[config.mk]
export PLATFORM = sky130hd
export DESIGN_NAME = bcd_bin_conv
export DESIGN_NICKNAME = d
export VERILOG_FILES = /design/src/rtl/bcd_pkg.sv /design/src/rtl/bcd_nibble_adj.sv /design/src/rtl/bcd_bin_conv.sv
export SDC_FILE = /design/constraint.sdc
export NUM_CORES = 1
export LEC_CHECK = 0
export CAP_MARGIN = 20
export CORE_MARGIN = 2
export CORE_UTILIZATION = 44
export CTS_CLUSTER_DIAMETER = 120
export CTS_CLUSTER_SIZE = 40
export DETAILED_ROUTE_END_ITERATION = 12
export HOLD_SLACK_MARGIN = 0.06
export MAX_ROUTING_LAYER = met4
export PLACE_DENSITY = 0.66
export SLEW_MARGIN = 40
export SYNTH_ARGS = -nofsm -noshare
export SYNTH_HDL_FRONTEND = slang
export SYNTH_HIERARCHICAL = 1
export SYNTH_SLANG_ARGS = --single-unit
[constraint.sdc]
create_clock -name clk -period 2.5 [get_ports clk]
set_input_delay 0.5 -clock clk [delete_from_list [all_inputs] [get_ports clk]]
set_output_delay 0.5 -clock clk [all_outputs]
set_load 0.03 [all_outputs]
[src/rtl/bcd_pkg.sv]
// Shared types, derived widths and helpers for the BCD-to-binary converter.
package bcd_pkg;

    localparam int unsigned DIGITS_DEF = 4;
    localparam int unsigned BIN_W_DEF  = 15;
    localparam int unsigned SW         = 4 * DIGITS_DEF;
    localparam int unsigned CNT_W      = $clog2(SW + 1);

    typedef enum logic [1:0] {
        IDLE,
        SHIFT,
        DONE
    } state_t;

    function automatic logic digit_ok(input logic [3:0] nibble);
        return nibble <= 4'd9;
    endfunction

    function automatic int unsigned sw_of(input int unsigned digits);
        return 4 * digits;
    endfunction

    function automatic int unsigned cnt_w_of(input int unsigned digits);
        return $clog2(4 * digits + 1);
    endfunction

endpackage

[src/rtl/bcd_nibble_adj.sv]
// Reverse double-dabble correction for one BCD digit: subtract 3 when the nibble is >= 8.
module bcd_nibble_adj (
    input  logic [3:0] i_nib,
    output logic [3:0] o_nib
);

    always_comb begin
        o_nib = i_nib;
        if (i_nib[3]) begin
            o_nib = i_nib - 4'd3;
        end
    end

endmodule

[src/rtl/bcd_bin_conv.sv]
// Sequential BCD-to-binary converter: one reverse double-dabble step per clock,
// start/busy/done handshake, err flags any non-decimal input digit.
module bcd_bin_conv
    import bcd_pkg::*;
#(
    parameter int unsigned DIGITS = DIGITS_DEF,
    parameter int unsigned BIN_W  = BIN_W_DEF
) (
    input  logic                  clk,
    input  logic                  rst_n,
    input  logic                  start,
    input  logic [4*DIGITS-1:0]   bcd_in,
    output logic                  busy,
    output logic                  done,
    output logic [BIN_W-1:0]      bin_out,
    output logic                  err
);

    localparam int unsigned SW_L  = sw_of(DIGITS);
    localparam int unsigned CNT_L = cnt_w_of(DIGITS);

    state_t              r_state;
    logic [SW_L-1:0]     r_bcd;
    logic [SW_L-1:0]     r_bin;
    logic [CNT_L-1:0]    r_cnt;
    logic                r_busy;
    logic                r_done;
    logic                r_err;
    logic [BIN_W-1:0]    r_bin_out;

    logic [2*SW_L-1:0]   w_shift;
    logic [SW_L-1:0]     w_bcd_sh;
    logic [SW_L-1:0]     w_bin_sh;
    logic [SW_L-1:0]     w_bcd_adj;
    logic                w_valid;
    logic                w_last;

    assign w_shift  = {r_bcd, r_bin} >> 1;
    assign w_bcd_sh = w_shift[2*SW_L-1:SW_L];
    assign w_bin_sh = w_shift[SW_L-1:0];
    assign w_last   = (r_cnt == CNT_L'(SW_L - 1));

    for (genvar g = 0; g < DIGITS; g++) begin : g_adj
        bcd_nibble_adj u_adj (
            .i_nib (w_bcd_sh[4*g +: 4]),
            .o_nib (w_bcd_adj[4*g +: 4])
        );
    end

    always_comb begin
        w_valid = 1'b1;
        for (int i = 0; i < int'(DIGITS); i++) begin
            if (!digit_ok(bcd_in[4*i +: 4])) begin
                w_valid = 1'b0;
            end
        end
    end

    always_ff @(posedge clk or negedge rst_n) begin
        if (!rst_n) begin
            r_state   <= IDLE;
            r_bcd     <= '0;
            r_bin     <= '0;
            r_cnt     <= '0;
            r_busy    <= 1'b0;
            r_done    <= 1'b0;
            r_err     <= 1'b0;
            r_bin_out <= '0;
        end else begin
            r_done <= 1'b0;
            unique case (r_state)
                IDLE: begin
                    if (start) begin
                        r_bcd  <= bcd_in;
                        r_bin  <= '0;
                        r_cnt  <= '0;
                        r_err  <= 1'b0;
                        r_busy <= 1'b1;
                        if (w_valid) begin
                            r_state <= SHIFT;
                        end else begin
                            r_state   <= DONE;
                            r_done    <= 1'b1;
                            r_err     <= 1'b1;
                            r_bin_out <= '0;
                        end
                    end
                end
                SHIFT: begin
                    r_bcd <= w_bcd_adj;
                    r_bin <= w_bin_sh;
                    r_cnt <= r_cnt + CNT_L'(1);
                    if (w_last) begin
                        r_state   <= DONE;
                        r_done    <= 1'b1;
                        // Upper bits are provably zero given the BIN_W sizing rule.
                        r_bin_out <= BIN_W'(w_bin_sh);
                    end
                end
                DONE: begin
                    r_state <= IDLE;
                    r_busy  <= 1'b0;
                end
                default: begin
                    r_state <= IDLE;
                    r_busy  <= 1'b0;
                end
            endcase
        end
    end

    assign busy    = r_busy;
    assign done    = r_done;
    assign err     = r_err;
    assign bin_out = r_bin_out;

endmodule

==> reports/qor.yml, run 1 <==
yosys:
  synth_edf_count: 0
  ys_seq_area_frac: 0.4730
  ys.warnings.count: 6
  syn_avg_cell_area_um2: 9.976
  syn-cell-area_mm2: 0.002963
  ys.flop_type: "dfrtp_1"
  netlist_instances: 297
  async_reset_ff_frac: 1.000
  ys_ff_latch: 56
  ys_types: 38
timing:
  report.final.setup_viol: 0
  drv_slew: 0
  skew_ps: 6.741
  grt_setup_unrepaired: "no"
  fmax_mhz: 504.5
  slew_headroom: 0.5322
  worst_pin_slew_ps: 701.7
  tns_ps: 0
  layout_min_cycle_time_ps: 1982
  report.final.hold_viol_count: 0
  min_period_over_period: 0.7929
  fin_ws_ps: 517.7
placement:
  portBuffers: 36
  gp_congestion: 0.7658
  dp_hpwl_um: 4198
  post-place-ws_ps: 392.5
drt:
  drc: 0
  ant_nets: 0
  first_pass_iters: 4
  drt_iter0_drc: 129
  num_vias: 2351
  drt_wl_total_um: 6615
  viasPerCell: 5.734
  wl_per_cell_um: 16.13
layout:
  layout_common_cells: "dfrtp_1 (56), nand2_1 (51), clkdlybuf4s50_1 (35)"
  drive_above_1_share: 0.1111
  final_common_cell: "dfrtp_1"
  post-route-util: 0.5461
  final_nets: 357
  diodes: 0
  areaGrowthSynthToFinish_pct: 18.37
worst_setup_path:
  required_ps: 2680
  critPathLaunchType: "register"
  cp.buffers_inverters: 0
  r2r_slack_ps: 520
  reg2regPathDepth: 6
  timing.rr.start: "r_cnt[0]"
  rr_endpoint: "bin_out[4]"
  critPathMostFrequentCell: "ha_1"
  path_cells: "ha_1 -> and3_1 -> ha_1 -> nand3b_1 -> nand2_1 -> o221ai_2"
  endpoint_kind: "register"
  path_class: "register to register"
  crit_slowest_cell: "nand3b_1"
  cp.depth: 6
  crit_family: "simple AND/OR/NAND/NOR gates"
  path_max_fanout: 15
  max_stage_delay_ps: 500
  critPathArrivalTime_ps: 2160
cts:
  insertion_delay_ps: 310
  postCtsHoldBufs: 0
  cts_tree: "done"
  cts_buffers: 5
  clock_path_buffers: 2
  ctsResizeCount: 0
  htreeDepth: 2
  post-cts-setup-buffer-count: 0
  clkSinkCount: 56
  cts_root_buf: "clkbuf_8"
  clkTransAtPathRegs_ps: 100
power:
  powerDensity_mw_per_mm2: 791.9
  p_leak_nw: 1.482
  peakVddDrop_mv: 0.2903
floorplan:
  num_rows: 29
  core_area_mm2: 0.006422
  ios: 37
  die_height_um: 86.06
  die_w_um: 86.06
  initial_core_util: 0.4613
  die_area_mm2: 0.007406
grt:
  grt_usage: 0.1957
  grt_pass1_wl_um: 11320
  grt_pass1_vias: 2292
  antenna_found_initial: 0
  grt_max_degree: 35
  gr-total-overflow: 0
outcome:
  outcome: "completed"
run:
  cap_viol_max_count: 0
hold_path:
  holdCritPathClass: "input port to asynchronous set/reset pin"
[metrics by stage]
stage	hold WS, ps	cell area [um2]	cells	power (W)
global placement	462.1	3383	400	0.002225
floorplan	204.4	2974	300	0.001972
CTS	247.9	3507	410	0.002799
finish	225.3	3507	410	0.002777
global route	266.2	3507	410	0.002967
detailed placement	471.7	3413	402	0.002274
[flip-flops by register name, indices dropped and copies added (netlist names)]
signal / cells
r_bcd: 16
bin_out: 15
r_bin: 15
r_cnt: 5
r_state: 2
busy: 1
done: 1
err: 1
[final cells by class]
class                   instances  area, um2
well taps                      77      96.34
multi-input cells             221       1454
inverters                       3      11.26
clock inverters                 1      7.507
fillers                       597       2915
repair buffers                 45      450.4
clock buffers                   7      86.33
flip-flops and latches         56       1401
[cells in the mapped netlist (2+ instances only)]
library cell | count | share of area
xor2_1 | 4 | 0.012
nand2_1 | 51 | 0.065
clkbuf_1 | 4 | 0.0051
xnor2_1 | 4 | 0.012
nor2_1 | 3 | 0.0038
a31oi_1 | 16 | 0.034
a32o_1 | 2 | 0.0068
dfrtp_1 | 56 | 0.47
nand2b_1 | 5 | 0.011
ha_1 | 6 | 0.025
buf_2 | 10 | 0.017
buf_4 | 3 | 0.0076
inv_1 | 2 | 0.0025
o221ai_2 | 9 | 0.046
nor2b_1 | 19 | 0.040
a21oi_1 | 21 | 0.035
o21ai_0 | 12 | 0.020
mux2_4 | 4 | 0.020
o221ai_1 | 6 | 0.018
buf_6 | 2 | 0.0076
o21ai_1 | 12 | 0.020
and2_1 | 15 | 0.032
a22o_1 | 16 | 0.047
[how the worst max path moves through the flow]
stage          slack [ps]  startpoint    endpoint
2_1_floorplan         730    r_cnt[0]  bin_out[1]
3_3_place_gp          250       start  bin_out[3]
3_5_place_dp          390   bcd_in[2]  bin_out[5]
4_1_cts               500  r_state[0]  bin_out[4]
5_1_grt               320  r_state[0]  bin_out[7]
6_report              520    r_cnt[0]  bin_out[4]
[power breakdown]
group          switching, W  internal [W]
combinational      0.000471      0.000475
clock              0.000296      0.000226
sequential         0.000226       0.00108
total              0.000993       0.00178
[layer usage]
metal	vias up	wire (um)	track usage
met4	0	49	0.04329
met2	56	3110	0.3044
met1	1169	3170	0.2713
met5	-	0	-
met3	5	284	0.03176
li1	1121	-	-
[cells by family after synthesis]
kind of cell    after synthesis  synth area share
simple gates                101            0.1715
compound gates               96            0.2352
flops                        56            0.4730
buf+inv                      23           0.04265
xor+xnor                      8           0.02365
fa+ha+maj                     6           0.02534
mux                           6           0.02745
other cells                   1          0.001266
No activity file was read; power rests on OpenSTA's default activity.
==> inputs of run 2 (changes only) <==
==> constraint.sdc (replaced) <==
create_clock -name clk -period 1.91 [get_ports clk]
set_input_delay 0.382 -clock clk [delete_from_list [all_inputs] [get_ports clk]]
set_output_delay 0.382 -clock clk [all_outputs]
set_load 0.03 [all_outputs]
==> reports/qor.yml, run 2 (synthesized netlist as in run 1, its figures left out) <==
outcome:
  outcome: "completed"
worst_setup_path:
  reg2regPathDepth: 6
  path_class: "register to output pin"
  endpoint_kind: "output pin"
  crit_slowest_cell: "clkdlybuf4s50_1"
  timing.rr.start: "r_cnt[0]"
  critPathArrivalTime_ps: 1420
  cp.buffers_inverters: 1
  r2r_slack_ps: 160
  critPathLaunchType: "register"
  rr_endpoint: "bin_out[10]"
  required_ps: 1530
  max_stage_delay_ps: 690
  path_cells: "clkdlybuf4s50_1"
  crit_family: "buffers and inverters"
  path_max_fanout: 4
placement:
  dp_hpwl_um: 4529
  gp_congestion: 0.7896
  portBuffers: 36
  placed_cells: 411
hold_path:
  hold_start: "busy"
  holdCritPathClass: "register to register"
  hold_depth: 2
  min_to: "busy"
floorplan:
  core_area_mm2: 0.006422
  die_w_um: 86.06
  num_rows: 29
  ios: 37
  initial_core_util: 0.4613
  die_area_mm2: 0.007406
  die_height_um: 86.06
power:
  p_seq_frac: 0.446
  p_leak_nw: 1.546
  powerDensity_mw_per_mm2: 1051
  comb_power_share: 0.341
  peakVddDrop_mv: 0.4737
  switching_share: 0.3506
  p_int_w: 0.002468
  switchingPower_w: 0.001332
  clkPwrFrac: 0.213
layout:
  post-route-util: 0.5630
  top_register: "r_bcd"
  final_nets: 367
  largest_register_ffs: 16
  layout_common_cells: "dfrtp_1 (56), nand2_1 (51), clkdlybuf4s50_1 (35)"
  stdcell_count: 420
  diodes: 0
  areaGrowthSynthToFinish_pct: 22.04
  final_common_cell: "dfrtp_1"
  drive_above_1_share: 0.1370
timing:
  holdWs_ps: 501.5
  grt_setup_unrepaired: "no"
  skew_ps: 4.660
  drv_slew: 0
  tns_ps: 0
  report.final.setup_viol: 0
  layout_min_cycle_time_ps: 1801
  fmax_mhz: 555.4
  report.final.hold_viol_count: 0
  min_period_over_period: 0.9427
drt:
  drc: 0
  first_pass_iters: 4
  wl_per_cell_um: 16.01
  drt_iter0_drc: 172
  num_vias: 2341
  ant_nets: 0
  drt_wl_total_um: 6726
  viasPerCell: 5.574
cts:
  ctsResizeCount: 0
  cts_tree: "done"
  insertion_delay_ps: 320
  clock_path_buffers: 2
  htreeDepth: 2
  cts_buffers: 5
  post-cts-setup-buffer-count: 0
  clkSinkCount: 56
  cts_root_buf: "clkbuf_8"
  clkTransAtPathRegs_ps: 110
grt:
  grt_pass1_wl_um: 11830
  antenna_found_initial: 0
  grt_usage: 0.2067
  grt_pass1_vias: 2407
  grt_max_degree: 27
  gr-total-overflow: 0
run:
  cap_viol_max_count: 0
## run 2: repair_timing
action	in CTS	in global routing
hold endpoints to repair	15	0
setup endpoints to repair	0	0
hold buffers	1	0
## run 2: stage by stage
step / setup WS (ps) / area (um2) / total power (W)
floorplan: 142.1 / 2974 / 0.002581
global placement: 110.7 / 3491 / 0.002981
detailed placement: 61.29 / 3491 / 0.003021
CTS: 98.18 / 3616 / 0.003829
global route: 6.943 / 3616 / 0.004071
finish: 109.4 / 3616 / 0.003800
## run 2: layout make-up
cell class | count | area (um2)
clock buffers | 5 | 68.82
clock inverters | 3 | 46.29
fillers | 558 | 2806
inverters | 3 | 11.26
multi-input cells | 221 | 1454
flip-flops and latches | 56 | 1401
well taps | 77 | 96.34
repair buffers | 55 | 538.0
## run 2: worst max path at each step
stage / from / end / slack (ps) / cells past startpoint
after global routing: r_cnt[0] / bin_out[9] / 7 / 7
after detailed placement: bcd_in[1] / bin_out[11] / 60 / 5
after CTS: bin_out[5] / bin_out[5] / 100 / 1
after global placement: bcd_in[1] / bin_out[10] / 110 / 5
final: bin_out[6] / bin_out[6] / 110 / 1
after floorplan: r_cnt[0] / bin_out[1] / 140 / 8
## run 2: worst min-delay path, stage by stage, from the launching register on
cell and delay (ps):
dfrtp_1 360, a21oi_1 40, nor2_1 70
## run 2: power groups by stage
stage / sequential, W / combinational (W) / clock [W]
3_5_place_dp: 0.00172 / 0.00130 / 0
5_1_grt: 0.00174 / 0.00145 / 0.000883
6_report: 0.00169 / 0.00130 / 0.000808
3_3_place_gp: 0.00171 / 0.00127 / 0
4_1_cts: 0.00170 / 0.00131 / 0.000821
2_1_floorplan: 0.00173 / 0.000854 / 0
## run 2: routing by layer
layer  routed length, um  share of wire  global-route usage  vias up
li1                    -              -                   -     1141
met1                3259           0.48              0.2755     1140
met2                3097           0.46              0.3277       54
met3                 306          0.045             0.03754        6
met4                  63         0.0094             0.05195        0
met5                   0              0                   -        -
==> inputs of run 3 (changes only) <==
--- a/config.mk
+++ b/config.mk
@@ -7,13 +7,12 @@
 export LEC_CHECK = 0
 export CAP_MARGIN = 20
 export CORE_MARGIN = 2
-export CORE_UTILIZATION = 44
+export CORE_UTILIZATION = 34
 export CTS_CLUSTER_DIAMETER = 120
 export CTS_CLUSTER_SIZE = 40
 export DETAILED_ROUTE_END_ITERATION = 12
 export HOLD_SLACK_MARGIN = 0.06
 export MAX_ROUTING_LAYER = met4
-export PLACE_DENSITY = 0.66
 export SLEW_MARGIN = 40
 export SYNTH_ARGS = -nofsm -noshare
 export SYNTH_HDL_FRONTEND = slang
==> reports/qor.yml, run 3 (synthesized netlist as in run 1, its figures left out) <==
power:
  comb_power_share: 0.345
  power_w: 0.003662
  clkPwrFrac: 0.192
  p_seq_frac: 0.463
  p_int_w: 0.002326
  powerDensity_mw_per_mm2: 1023
  p_leak_nw: 1.498
  peakVddDrop_mv: 0.3792
  switching_share: 0.3648
  switchingPower_w: 0.001336
floorplan:
  core_area_mm2: 0.008593
  die_height_um: 97.35
  num_rows: 34
  ios: 37
  die_area_mm2: 0.009477
  initial_core_util: 0.3448
  die_w_um: 97.35
timing:
  skew_ps: 12.07
  worst_pin_slew_ps: 631.3
  drv_slew: 0
  layout_min_cycle_time_ps: 1810
  min_period_over_period: 0.9475
  holdWs_ps: 39.30
  report.final.setup_viol: 0
  report.final.hold_viol_count: 0
  grt_setup_unrepaired: "no"
  tns_ps: 0
  slew_headroom: 0.5792
  fmax_mhz: 552.6
grt:
  grt_pass1_vias: 2260
  grt_max_degree: 57
  grt_usage: 0.1547
  antenna_found_initial: 0
  gr-total-overflow: 0
  grt_pass1_wl_um: 11720
layout:
  diodes: 0
  final_common_cell: "dfrtp_1"
  areaGrowthSynthToFinish_pct: 20.78
  top_register: "r_bcd"
  layout_common_cells: "dfrtp_1 (56), nand2_1 (51), clkdlybuf4s50_1 (35)"
  nFillCells: 842
  final-seq-area_mm2: 0.001401
  drive_above_1_share: 0.1220
  multiInputGateArea_mm2: 0.001454
  largest_register_ffs: 16
  final_nets: 360
drt:
  drc: 0
  num_vias: 2314
  drt_iter0_drc: 74
  first_pass_iters: 4
  ant_nets: 0
  drt_wl_total_um: 6768
  wl_per_cell_um: 15.24
  viasPerCell: 5.212
cts:
  htreeDepth: 2
  postCtsHoldBufs: 0
  clkTransAtPathRegs_ps: 120
  cts_root_buf: "clkbuf_8"
  clkSinkCount: 56
  cts_buffers: 5
  cts_tree: "done"
  clock_path_buffers: 2
  post-cts-setup-buffer-count: 0
  ctsResizeCount: 0
  insertion_delay_ps: 320
placement:
  portBuffers: 36
  dp_hpwl_um: 4264
  gp_congestion: 0.7044
worst_setup_path:
  timing.rr.start: "r_cnt[0]"
  path_max_fanout: 4
  r2r_slack_ps: 180
  max_stage_delay_ps: 700
  critPathCapture: "bin_out[5]"
  path_class: "register to output pin"
  cp.buffers_inverters: 1
  required_ps: 1530
  rr_endpoint: "bin_out[12]"
  critPathArrivalTime_ps: 1430
  endpoint_kind: "output pin"
  cp.depth: 1
  crit_slowest_cell: "clkdlybuf4s50_1"
  reg2regPathDepth: 7
  critPathLaunchType: "register"
  crit_path_start: "bin_out[5]"
  crit_family: "buffers and inverters"
  path_cells: "clkdlybuf4s50_1"
run:
  cap_viol_max_count: 0
hold_path:
  holdCritPathClass: "input port to asynchronous set/reset pin"
outcome:
  outcome: "completed"
## run 3: changes by cell type in the layout (fill, tap and decap cells not counted)
| cell | change |
|---|---|
| buf_4 | -6 |
| bufinv_16 | -1 |
| dlygate4sd3_1 | -1 |
| inv_6 | +1 |
## run 3: power groups by stage
stage                     Sequential [W]  Combinational [W]  Clock, W
final                            0.00170            0.00126  0.000702
after global routing             0.00175            0.00142  0.000760
after CTS                        0.00170            0.00128  0.000724
after detailed placement         0.00172            0.00127         0
after global placement           0.00172            0.00126         0
after floorplan                  0.00173           0.000854         0
## run 3: worst min path at each step
stage	end	cells after the start	from
global route	r_bin[12]	2	rst_n
global placement	r_bcd[10]	2	rst_n
finish	r_bcd[10]	2	rst_n
floorplan	bin_out[0]	0	rst_n
CTS	bin_out[14]	2	rst_n
detailed placement	r_bcd[11]	2	rst_n
## run 3: metrics by stage
stage	worst slack (ps)	utilization	cells	instance area [um2]
2_1_floorplan	142.1	-	300	2974
5_1_grt	17.31	0.4164	444	3578
3_5_place_dp	42.71	0.4055	436	3485
3_3_place_gp	19.88	0.4055	436	3485
4_1_cts	72.75	0.4164	444	3578
6_report	100.2	0.4164	444	3578
## run 3: area by class of cell
class | count | area share
flip-flops and latches | 56 | 0.3916
clock buffers | 5 | 0.01923
inverters | 3 | 0.003147
repair buffers | 48 | 0.1350
well taps | 108 | 0.03776
multi-input cells | 221 | 0.4063
clock inverters | 3 | 0.006993
## run 3: metal layers
metal	wire length (um)	global-route usage
met2	2996	0.2265
met3	282	0.03165
met1	3439	0.2242
met5	0	-
met4	49	0.03205
